File: src/rtl/rv32v_types_pkg.sv
// Shared types for the rv32v vector load return path: lane count,
// element-width encoding and deserializer state encoding.
package rv32v_types_pkg;

  localparam int NUM_LANES = 4;

  typedef enum logic [1:0] {
    SEW8  = 2'd0,
    SEW16 = 2'd1,
    SEW32 = 2'd2
  } vsew_t;

  typedef enum logic [1:0] {
    DS_IDLE    = 2'd0,
    DS_COLLECT = 2'd1,
    DS_DONE    = 2'd2
  } deser_state_t;

endpackage

File: src/rtl/rv32v_elem_extract.sv
// Combinational element extraction: picks a byte/halfword/word out of an
// aligned LSC load word by element width and byte offset, zero-extended.
module rv32v_elem_extract
  import rv32v_types_pkg::*;
(
  input  logic [31:0] rdata,
  input  logic [1:0]  boff,
  input  vsew_t       eew,
  output logic [31:0] elem
);

  always_comb begin
    elem = '0;
    case (eew)
      SEW8:    elem = {24'd0, rdata[{boff, 3'b000} +: 8]};
      SEW16:   elem = boff[1] ? {16'd0, rdata[31:16]} : {16'd0, rdata[15:0]};
      default: elem = rdata;
    endcase
  end

endmodule

File: src/rtl/rv32v_mem_deserializer.sv
// Collects per-lane LSC load responses into a lane vector and pulses
// completion once every unmasked lane has returned. RV32V_DESER_CHECK_EN
// enables the sticky protocol-error flag and duplicate-response protection.
module rv32v_mem_deserializer
  import rv32v_types_pkg::*;
#(
  parameter  int NUM_LANES = rv32v_types_pkg::NUM_LANES,
  localparam int LANE_W    = $clog2(NUM_LANES)
) (
  input  logic                        CLK,
  input  logic                        RST,
  input  logic                        vstart,
  input  logic                        vflush,
  input  logic [NUM_LANES-1:0]        vlane_mask,
  input  vsew_t                       veew,
  input  logic [4:0]                  vuop_num,
  input  logic                        lsc_rvalid,
  input  logic [LANE_W-1:0]           lsc_lane,
  input  logic [31:0]                 lsc_rdata,
  input  logic [1:0]                  lsc_boff,
  output logic [NUM_LANES-1:0][31:0]  vlane_load_data,
  output logic [NUM_LANES-1:0]        vlane_wen,
  output logic [4:0]                  vuop_num_out,
  output logic                        vload_done,
  output logic                        vdeser_busy,
  output logic                        vdeser_err
);

  deser_state_t         state;
  vsew_t                eew_q;
  logic [NUM_LANES-1:0] received;
  logic [NUM_LANES-1:0] lane_bit;
  logic [NUM_LANES-1:0] recv_next;
  logic [31:0]          elem;
  logic                 lane_unmasked;
  logic                 lane_seen;
  logic                 wr_ok;
  logic                 all_in;

  rv32v_elem_extract u_extract (
    .rdata (lsc_rdata),
    .boff  (lsc_boff),
    .eew   (eew_q),
    .elem  (elem)
  );

  always_comb begin
    lane_bit           = '0;
    lane_bit[lsc_lane] = 1'b1;
  end

  assign lane_unmasked = vlane_wen[lsc_lane];
  assign lane_seen     = received[lsc_lane];

`ifdef RV32V_DESER_CHECK_EN
  // A repeated response must not clobber the first value that arrived.
  assign wr_ok = lane_unmasked && !lane_seen;
`else
  assign wr_ok = lane_unmasked;
`endif

  assign recv_next   = wr_ok ? (received | lane_bit) : received;
  assign all_in      = &(recv_next | ~vlane_wen);
  assign vdeser_busy = (state == DS_COLLECT);

  always_ff @(posedge CLK or posedge RST) begin
    if (RST) begin
      state           <= DS_IDLE;
      eew_q           <= SEW8;
      received        <= '0;
      vlane_load_data <= '0;
      vlane_wen       <= '0;
      vuop_num_out    <= '0;
      vload_done      <= 1'b0;
    end else begin
      vload_done <= 1'b0;
      if (vflush) begin
        state    <= DS_IDLE;
        received <= '0;
      end else begin
        case (state)
          DS_IDLE, DS_DONE: begin
            if (vstart) begin
              vlane_wen       <= vlane_mask;
              eew_q           <= veew;
              vuop_num_out    <= vuop_num;
              received        <= '0;
              vlane_load_data <= '0;
              if (vlane_mask == '0) begin
                state      <= DS_DONE;
                vload_done <= 1'b1;
              end else begin
                state <= DS_COLLECT;
              end
            end else begin
              state <= DS_IDLE;
            end
          end
          DS_COLLECT: begin
            if (lsc_rvalid) begin
              if (wr_ok) begin
                vlane_load_data[lsc_lane] <= elem;
                received                  <= recv_next;
              end
              // Completion counts the response arriving this cycle.
              if (all_in) begin
                state      <= DS_DONE;
                vload_done <= 1'b1;
              end
            end
          end
          default: state <= DS_IDLE;
        endcase
      end
    end
  end

`ifdef RV32V_DESER_CHECK_EN
  logic err_hit;

  assign err_hit = lsc_rvalid &&
                   ((state != DS_COLLECT) || !lane_unmasked || lane_seen ||
                    ((eew_q == SEW16) && lsc_boff[0]));

  always_ff @(posedge CLK or posedge RST) begin
    if (RST) begin
      vdeser_err <= 1'b0;
    end else if (err_hit) begin
      vdeser_err <= 1'b1;
    end
  end
`else
  assign vdeser_err = 1'b0;
`endif

endmodule
File: config.mk
export PLATFORM = sky130hd
export DESIGN_NAME = rv32v_mem_deserializer
export DESIGN_NICKNAME = d
export VERILOG_FILES = /design/src/rtl/rv32v_types_pkg.sv /design/src/rtl/rv32v_elem_extract.sv /design/src/rtl/rv32v_mem_deserializer.sv
export SDC_FILE = /design/constraint.sdc
export NUM_CORES = 1
export LEC_CHECK = 0
export BUFFER_PORTS_ARGS = -buffer_cell sky130_fd_sc_hd__buf_2
export CAP_MARGIN = 20
export CORE_ASPECT_RATIO = 0.75
export CORE_MARGIN = 2
export CORE_UTILIZATION = 50
export DETAILED_ROUTE_END_ITERATION = 10
export GPL_TIMING_DRIVEN = 1
export PLACE_DENSITY_LB_ADDON = 0.2
export SYNTH_ARGS = -nofsm -noshare
export SYNTH_HDL_FRONTEND = slang
export SYNTH_SLANG_ARGS = --single-unit
File: constraint.sdc
create_clock -name CLK -period 10.9 [get_ports CLK]
set_clock_uncertainty 0.2 [all_clocks]
set_input_delay 2.18 -clock CLK [delete_from_list [all_inputs] [get_ports CLK]]
set_output_delay 2.18 -clock CLK [all_outputs]
set_load 0.05 [all_outputs]
==> results.md, run 1 <==
- Outcome: finished, final reports clean
- CP endpoint kind: flop
- CTS hold repair buffers: 0
- Asr flop ratio synth: between 90% and 100%
- Post-synth top cells: 146 x dfrtp_1, 92 x o2bb2ai_1, 48 x a22o_1
- DRC errors left: 0
- Top cell type's share of synthesized area: around three fifths
- Stages on worst setup path: 5
- Die Area: 12720 um2
- Cell family with most CP delay: simple AND/OR/NAND/NOR gates
- Layout cells sized above 1: 40.51%
- Placer Congestion: 0.8810
- Max-cap violations: 0
- Final Hold Fails: 0
- Most common cell in the netlist: dfrtp_1
- Cell at the slowest stage of the critical path: nor2b_1
- Power per Cell Area: 208.0 nW/um2
- Final Max Slew Viols: 0
- WS Path Type: in -> reg
- RSZ-0062 raised after global routing: false
- FF-to-FF End: vlane_load_data[36]
- Final worst-path cycle share: 37.76%
- Synthesized netlist cell count: 431
- FF+latch count, synth: 146
- Min Hold Slack: 0.2808 ns
- Worst path required time: 10.95 ns
- Final core occ: around 65%
- Crit-path max cell delay: 0.65 ns
- Vias per cell: around 5.9
- Final wirelength: ~17 mm
- Netlist Area Pre-Place: a little under 6000 um2
- Worst-Margin Slew: 1.086 ns
- Largest family of logic cells by synthesized area: compound AO/OA/AOI/OAI gates
- Synth cell types: 41
- Post-synthesis compound-gate area fraction: between 20% and 30%
- Data arrival time of the worst path: about 4.2 ns
- Port bufs: 190
- Antenna Nets Post-Route: 0
- Via count: 4650
- Clock root buffer: clkbuf_16
- Post-Synth Adder-Cell Area: 0%
- Final setup TNS: 0 ns
- Ranking of synthesized cells by area: dfrtp_1 62%, o2bb2ai_1 14%, a22o_1 7.1%
- Htree depth: 4
- Simple-gate share of the synthesized area: 4.972%
- Worst Path Max Fanout: 10
- Placed cells: 754
- Reg2reg path depth: 4
- FMAX: 243.0 MHz
- HP Start: received[3]
- CTS tree: done
- Reg-to-Reg Start: eew_q[1]
- Total placed instance area: 6874 um2
- Synthesized net count: about 480
- Slew margin rel.: 27.38%
- Starting DRT DRC Count: ~360
- Post-layout worst setup margin: 6.784 ns
- Sequential element share of the synthesized area: approximately three fifths
- Initial core utilization: 51.10%
- Area growth, synth to finish: 26.96%
- Post-CTS setup buffer count: 0
- Tmin final: 4.116 ns
- Post-synthesis mux area share: a little over 4%
- Clk sinks: around 150
- Xor-xnor portion of the synthesized cell area: 0%
- Final nets: 666
- Finished Cell Area: around 7500 um2
- Startpoint types: primary input
- Pre-CTS setup slack: 5.810 ns
- Fillers: 926
- Crit path cell chain: buf_2 -> nor2b_1 -> nand2_1 -> o221ai_1 -> o2bb2ai_1
- Die width: 129.6 um
- 1st-pass router iterations: 5
- GRT Residual Overflow: 0
- Total power: 1.562 mW
- Post-cts sizing count: 0
- Vias in the first global route: between 4k and 5k
- Syn_area_per_cell: 13.72 um2
- # rows: 34
- Bufs and invs on worst path: 1
- Ys flop type: dfrtp_1
- WL/cell: around 22 um
- Clock transition at path regs: 0.06 ns
- Maximum vdd drop: between 0.1 and 0.15 mV
- CP Capture Point: vlane_load_data[36]
- Initial antenna violation count: 4
- Total CTS buffers: 17
- Finished Layout Cells: 790
- Number of enable flip-flop cells after synthesis: 0
- Core Area: 11570 um2
- DP HPWL: about 12 mm
- Die H: slightly below 100 um
- R2R Setup Slk: 8.43 ns
- CP startpoint: lsc_boff[1]
- Largest net degree at the start of global routing: 84
- I/O Pins: between 150 and 200
- Leading area contributor after synthesis: dfrtp_1
- Final Setup Violations: 0
- Total track usage: 27.76%
- Max Root-Sink Buffers: 2
- Insertion delay to the later sink of the worst-skew pair: 0.41 ns
- YS warnings: 0
- First-pass GRT wire length: 26.39 mm
- Hold crit path type: reg -> reg
- P_leak: 3.872 nW
## kinds of logic after synthesis
| group | after synthesis |
|---|---|
| AO/OA/AOI/OAI | 168 |
| AND/OR/NAND/NOR | 58 |
| multiplexers | 20 |
| flip-flops | 146 |
| buffers and inverters | 38 |
| other | 1 |
## worst register-to-register path: stages, from the launching register on
cell and delay, ns:
dfrtp_1 0.43, nor2b_1 0.60, nand2_1 0.31, o221ai_1 0.58, o2bb2ai_1 0.18
## power breakdown
part / internal (mW) / total, mW / switching [mW]
Combinational: 0.0906 / 0.366 / 0.275
Sequential: 0.584 / 0.617 / 0.0328
Clock: 0.340 / 0.579 / 0.239
Total: 1.01 / 1.56 / 0.547
## area by class of cell
| type | instances | area, um2 | share of cell area (%) |
|---|---|---|---|
| multi-input cells | 247 | 2013 | 26.82 |
| inverters | 5 | 23.77 | 0.3167 |
| clock buffers | 18 | 429.2 | 5.717 |
| flip-flops and latches | 146 | 3654 | 48.67 |
| clock inverters | 14 | 153.9 | 2.050 |
| diodes | 1 | 2.502 | 0.03333 |
| well taps | 162 | 202.7 | 2.700 |
| repair buffers | 197 | 1028 | 13.70 |
## cells in the final DEF, fill, tap and decap left out, types with 3 or more instances in the layout
cell          n
a22o_1       48
a22o_2        5
and3_1        3
buf_2       191
buf_4         4
clkbuf_16    17
clkinvlp_4    6
dfrtp_1     146
inv_1         3
inv_6         6
mux2_2       11
mux2i_1       7
nand2_1      34
nand2b_1      4
nand3_1       3
nor2b_1       3
o21ai_0       4
o21ai_4       3
o221ai_1      6
o2bb2ai_1    92
## registers in the layout, summed over array words and instances (netlist names)
name / count
received: 4
vlane_load_data: 128
vload_done: 1
eew_q: 2
state: 2
vuop_num_out: 5
vlane_wen: 4
## how the worst min path moves through the flow
| stage | slack (ns) | depth (start not counted) | end |
|---|---|---|---|
| after floorplan | 0.24 | 2 | received[0] |
| after global placement | 0.25 | 2 | received[0] |
| after detailed placement | 0.26 | 2 | received[0] |
| after CTS | 0.28 | 2 | received[0] |
| after global routing | 0.29 | 2 | received[0] |
| final | 0.28 | 2 | received[3] |
## per-layer routing
| metal | GRT usage, % | share of wire (%) |
|---|---|---|
| met5 | 0 | 0.16 |
| met4 | 8.354 | 1.2 |
| met3 | 9.863 | 9.1 |
| met2 | 38.74 | 44 |
| met1 | 41.02 | 46 |
Note: power is estimated with default switching activity, not from simulation.
==> run 2, diff against run 1 <==
- ABC_AREA: not set -> 1
- CORE_UTILIZATION: 50 -> 47
- clock period: 10.9 -> 3.5 ns (I/O delays scaled with it)
==> results.md, run 2 <==
- Outcome: finished, final reports clean (unchanged)
- # rows: 38 (was 34)
- FF+latch count, synth: 146 (unchanged)
- Max Root-Sink Buffers: 2 (unchanged)
- Commonest non-fill, non-tap cell in the layout: nand2_1 (was buf_2)
- Max-cap violations: 0 (unchanged)
- Placed cells: 1198 (was 754)
- Total CTS buffers: 17 (unchanged)
- Maximum vdd drop: 0.3423 mV (was 0.1091 mV)
- Leading area contributor after synthesis: dfrtp_1 (unchanged)
- Final nets: 1070 (was 666)
- Htree depth: 4 (unchanged)
- Worst Path Max Fanout: 23 (was 10)
- Max FFs per register: 128 (unchanged)
- Initial antenna violation count: 0 (was 4)
- Starting DRT DRC Count: 597 (was 362)
- Final Setup Violations: 0 (unchanged)
- Antenna Nets Post-Route: 0 (unchanged)
- Placer Congestion: 0.8423 (was 0.8810)
- Synth cell types: 23 (was 41)
- Die Area: 15540 um2 (was 12720 um2)
- YS warnings: 0 (unchanged)
- Number of enable flip-flop cells after synthesis: 0 (unchanged)
- Worst-Margin Slew: 0.8835 ns (was 1.086 ns)
- Vias in the first global route: 6020 (was 4585)
- WS Path Type: reg -> reg (was in -> reg)
- Core Area: 14360 um2 (was 11570 um2)
- Area growth, synth to finish: 23.77% (was 26.96%)
- P_leak: 5.178 nW (was 3.872 nW)
- Asr flop ratio synth: 100.0% (unchanged)
- Die H: 108.5 um (was 98.18 um)
- Layout cells sized above 1: 24.15% (was 40.51%)
- Reg-to-Reg Start: eew_q[1] (unchanged)
- Vias per cell: 5.287 (was 5.886)
- Pre-CTS setup slack: 0.7964 ns (was 5.810 ns)
- CP endpoint kind: flop (unchanged)
- Startpoint types: flop (was primary input)
- Final wirelength: 21.19 mm (was 17.15 mm)
- Clock root buffer: clkbuf_16 (unchanged)
- Initial core utilization: 47.61% (was 51.10%)
- Most common cell in the netlist: nand2_1 (was dfrtp_1)
- Hold crit path type: reg -> reg (unchanged)
- I/O Pins: 192 (unchanged)
- Post-synth top cells: 382 x nand2_1, 146 x dfrtp_1, 130 x nand4_1 (was 146 x dfrtp_1, 92 x o2bb2ai_1, 48 x a22o_1)
- Total track usage: 27.90% (was 27.76%)
- Final Hold Fails: 0 (unchanged)
- Worst path required time: 3.66 ns (was 10.95 ns)
- CTS tree: done (unchanged)
- Clk sinks: 146 (unchanged)
- HP Start: vlane_load_data[86] (was received[3])
- Largest net degree at the start of global routing: 81 (was 84)
- Largest Register: vlane_load_data (unchanged)
- Data arrival time of the worst path: 2.76 ns (was 4.17 ns)
- Insertion delay to the later sink of the worst-skew pair: 0.42 ns (was 0.41 ns)
- Post-cts sizing count: 0 (unchanged)
- Tmin final: approximately 2.6 ns
- Ranking of synthesized cells by area: dfrtp_1 53%, nand2_1 21%, nand4_1 12% (was dfrtp_1 62%, o2bb2ai_1 14%, a22o_1 7.1%)
- Top cell type's share of synthesized area: 53.44% (was 61.79%)
- Via count: 6519 (was 4650)
- Power per Cell Area: 560.7 nW/um2 (was 208.0 nW/um2)
- Largest registers: vlane_load_data (128), vuop_num_out (5) (unchanged)
- Post-layout worst setup margin: 0.8960 ns (was 6.784 ns)
- Final Max Slew Viols: 0 (unchanged)
- Ys flop type: dfrtp_1 (unchanged)
- DRC errors left: 0 (unchanged)
- Commonest cells after routing, fill and taps aside: 381 x nand2_1, 190 x buf_2, 146 x dfrtp_1 (was 191 x buf_2, 146 x dfrtp_1, 92 x o2bb2ai_1)
- Clock transition at path regs: 0.06 ns (about the same)
- Final worst-path cycle share: 74.40%
- Synthesized net count: 907 (was 483)
- WL/cell: 17.18 um (was 21.71 um)
- Fillers: 1396 (was 926)
- Total power: 4.745 mW (was 1.562 mW)
- GRT Residual Overflow: 0 (unchanged)
- CP startpoint: eew_q[1] (was lsc_boff[1])
- Syn_area_per_cell: 7.996 um2 (was 13.72 um2)
- 1st-pass router iterations: 5 (unchanged)
- Sequential element share of the synthesized area: 53.44% (was 61.79%)
- FMAX: 384.0 MHz
- RSZ-0062 raised after global routing: false (unchanged)
- Synthesized netlist cell count: 855 (was 431)
- Netlist Area Pre-Place: 6837 um2 (was 5913 um2)
- Slew margin rel.: 40.48% (was 27.38%)
- DP HPWL: 14.12 mm (was 11.78 mm)
- Finished Layout Cells: 1233 (was 790)
- Port bufs: 190 (unchanged)
- Die width: 143.3 um (was 129.6 um)
- First-pass GRT wire length: 32.91 mm (was 26.39 mm)
- Final setup TNS: 0 ns (unchanged)
## run 2: kinds of logic after synthesis
logic type             share of synthesized area, %
other                                       0.05485
flip-flops                                    53.44
buffers and inverters                         8.052
AO/OA/AOI/OAI                                 1.684
AND/OR/NAND/NOR                               36.77
## run 2: timing repair
item                                    CTS  global route
endpoints found under the setup margin    0             0
hold buffers                              1             0
buffers inserted                          0             0
hold endpoints to repair                  2             0
## run 2: cell type report
cell class              count  area, um2  area share, %
flip-flops and latches    146       3654          43.18
multi-input cells         590       2650          31.32
repair buffers            207       1106          13.07
clock buffers              18      429.2          5.072
well taps                 200      250.2          2.957
inverters                  56      214.0          2.528
clock inverters            14      153.9          1.819
diodes                      2      5.005        0.05915
## run 2: routing by layer
metal,vias up,global-route usage [%],share of wire (%)
met4,0,8.053,2.0
met2,291,40.46,43
met3,41,6.200,7.3
met1,3052,42.03,47
met5,-,0,0
li1,3135,-,-
## run 2: through the flow
stage / hold slack, ns / area, um2 / utilization, %
after floorplan: 0.2419 / 6840 / -
after global placement: 0.2490 / 7864 / 54.77
after detailed placement: 0.2531 / 7864 / 54.77
after CTS: 0.2684 / 8457 / 58.90
after global routing: 0.2843 / 8457 / 58.90
final: 0.2656 / 8462 / 58.93
## run 2: critical path: stages, from the launching register on
cell and delay, ns:
dfrtp_1 0.77, inv_1 0.41, nand3_1 0.37, inv_1 0.14, nand2_1 0.10, nand2_1 0.05, nor2_1 0.27, nand4_1 0.15
nand2_1 0.08
## run 2: path summary, 6_finish.rpt
path / endpoint / slack (ns) / depth (start not counted)
hold reg to reg: vlane_load_data[86] / 0.27 / 2
hold / removal: vlane_load_data[86] / 0.27 / 2
max in group asynchronous: vlane_load_data[79] / 1.92 / 4
setup / recovery: vlane_load_data[33] / 0.90 / 8
min in group asynchronous: vuop_num_out[4] / 0.52 / 3
setup reg to reg: vlane_load_data[33] / 0.90 / 8
## run 2: report_power, final
group | total (mW) | leakage, nW | switching, mW | internal, mW
Clock | 1.82 | 0.278 | 0.766 | 1.06
Sequential | 1.86 | 2.01 | 0.0773 | 1.78
Combinational | 1.06 | 2.89 | 0.848 | 0.210
Total | 4.74 | 5.18 | 1.69 | 3.05
==> run 3, diff against run 2 <==
- ABC_AREA: 1 -> 0
- CORE_UTILIZATION: 47 -> 46
- clock period: 3.5 -> 2.3 ns (I/O delays scaled with it)
==> results.md, run 3 (synthesized netlist as in run 1, its figures left out) <==
- Total track usage: 26.56% (was 27.90%)
- Layout cells sized above 1: 42.17% (was 24.15%)
- CTS tree: done (unchanged)
- Die width: 134.9 um (was 143.3 um)
- Outcome: finished, final reports clean (unchanged)
- Hold crit path type: in -> reg (was reg -> reg)
- Insertion delay to the later sink of the worst-skew pair: 0.41 ns (was 0.42 ns)
- Final Max Slew Viols: 0 (unchanged)
- Vias per cell: 5.790 (was 5.287)
- Initial antenna violation count: 2 (was 0)
- Htree depth: 4 (unchanged)
- Post-layout worst setup margin: 0.1660 ns (was 0.8960 ns)
- Core Area: 12390 um2 (was 14360 um2)
- Post-CTS setup buffer count: 0 (unchanged)
- Pre-CTS setup slack: 0.02100 ns (was 0.7964 ns)
- WS Path Type: reg -> out (was reg -> reg)
- Commonest non-fill, non-tap cell in the layout: buf_2 (was nand2_1)
- Clk sinks: 146 (unchanged)
- Final Setup Violations: 0 (unchanged)
- GRT Residual Overflow: 0 (unchanged)
- Maximum vdd drop: 0.5269 mV (was 0.3423 mV)
- Largest Register: vlane_load_data (unchanged)
- I/O Pins: 192 (unchanged)
- CP endpoint kind: primary output (was flop)
- Slew margin rel.: 47.61% (was 40.48%)
- DP HPWL: 12.35 mm (was 14.12 mm)
- Worst-Margin Slew: 0.7776 ns (was 0.8835 ns)
- FMAX: 468.6 MHz
- Final wirelength: 17.31 mm (was 21.19 mm)
- Area growth, synth to finish: 30.89% (was 23.77%)
- Max FFs per register: 128 (unchanged)
- WL/cell: 21.34 um (was 17.18 um)
- First-pass GRT wire length: 27.38 mm (was 32.91 mm)
- Port bufs: 190 (unchanged)
- # rows: 35 (was 38)
- Tmin final: 2.134 ns
- Power per Cell Area: 969.9 nW/um2 (was 560.7 nW/um2)
- Diode count: 0 (was 2)
- P_leak: 4.004 nW (was 5.178 nW)
- 1st-pass router iterations: 4 (was 5)
- Clock root buffer: clkbuf_16 (unchanged)
- DRC errors left: 0 (unchanged)
- Commonest cells after routing, fill and taps aside: 190 x buf_2, 146 x dfrtp_1, 92 x o2bb2ai_1 (was 381 x nand2_1, 190 x buf_2, 146 x dfrtp_1)
- Worst path required time: 1.64 ns (was 3.66 ns)
- Data arrival time of the worst path: 1.47 ns (was 2.76 ns)
- CTS hold repair buffers: 1 (unchanged)
- Max-cap violations: 0 (unchanged)
- Final nets: 684 (was 1070)
- Die H: 102.2 um (was 108.5 um)
- Largest registers: vlane_load_data (128), vuop_num_out (5) (unchanged)
- Final Hold Fails: 0 (unchanged)
- Final core occ: 62.45% (was 58.93%)
- Post-cts sizing count: 0 (unchanged)
- Worst Path Max Fanout: 7 (was 23)
- Placer Congestion: 0.9080 (was 0.8423)
- RSZ-0062 raised after global routing: false (unchanged)
- Via count: 4696 (was 6519)
- Vias in the first global route: 4639 (was 6020)
- Clock transition at path regs: 0.06 ns (about the same)
- Die Area: 13790 um2 (was 15540 um2)
- Largest net degree at the start of global routing: 65 (was 81)
- Final worst-path cycle share: 92.78%
- Max Root-Sink Buffers: 2 (unchanged)
- Starting DRT DRC Count: 419 (was 597)
- Total CTS buffers: 17 (unchanged)
- Startpoint types: flop (unchanged)
- Initial core utilization: 47.71% (was 47.61%)
- Antenna Nets Post-Route: 0 (unchanged)
-- run 3: cell types whose count changed in the layout (fill, tap and decap cells not counted), moves of 6 or more --
cell	before	now
a22o_1	0	48
buf_12	2	8
inv_1	52	3
mux2_2	0	11
mux2i_1	0	7
nand2_1	381	34
nand3_1	21	3
nand4_1	130	0
nor2_1	22	2
o21ai_0	11	4
o221ai_1	0	6
o2bb2ai_1	0	92
-- run 3: final cells by class --
| cell class | instances | area [um2] |
|---|---|---|
| Tap cell | 166 | 207.7 |
| Sequential cell | 146 | 3654 |
| Fill cell | 982 | 4653 |
| Clock buffer | 19 | 452.9 |
| Clock inverter | 13 | 148.9 |
| Multi-Input combinational cell | 247 | 2013 |
| Inverter | 5 | 22.52 |
| Timing Repair Buffer | 215 | 1241 |
-- run 3: power by group --
group | internal [mW] | total [mW] | switching, mW
sequential | 2.77 | 2.90 | 0.133
combinational | 0.496 | 1.83 | 1.34
clock | 1.67 | 2.77 | 1.10
total | 4.94 | 7.51 | 2.57
-- run 3: worst max-delay path: stages (launching register included) --
cell and delay [ns]:
dfrtp_1 0.37, nand2b_2 0.29, inv_1 0.13, buf_2 0.27
-- run 3: layer usage --
metal | track usage (%) | wire, um | up-vias
met3 | 6.448 | 1620 | 25
met2 | 37.76 | 7597 | 235
li1 | - | - | 2089
met5 | 0 | 13 | -
met1 | 39.95 | 7834 | 2345
met4 | 9.231 | 240 | 2
-- run 3: final timing paths --
| kind | from | endpoint | slack [ns] | cells past startpoint |
|---|---|---|---|---|
| max | state[1] | vdeser_busy | 0.17 | 3 |
| min | vuop_num[2] | vuop_num_out[2] | 0.08 | 2 |
| max reg2reg | vlane_wen[2] | vlane_load_data[19] | 0.21 | 5 |
| min reg2reg | received[0] | received[0] | 0.26 | 2 |
| max in group asynchronous | RST | vlane_load_data[25] | 0.78 | 5 |
| min in group asynchronous | RST | vlane_load_data[42] | 0.38 | 3 |
-- run 3: through the flow --
| step | power, mW | hold slack, ns | instances | setup TNS (ns) | instance area (um2) |
|---|---|---|---|---|---|
| after global routing | 7.802 | 0.06866 | 811 | 0 | 7740 |
| final | 7.507 | 0.07723 | 811 | 0 | 7740 |
| after floorplan | 4.228 | 0.2383 | 431 | -28.18 | 5917 |
| after CTS | 7.548 | 0.06463 | 811 | 0 | 7740 |
| after global placement | 4.744 | 0.2615 | 778 | 0 | 7128 |
| after detailed placement | 4.777 | 0.2550 | 778 | 0 | 7128 |
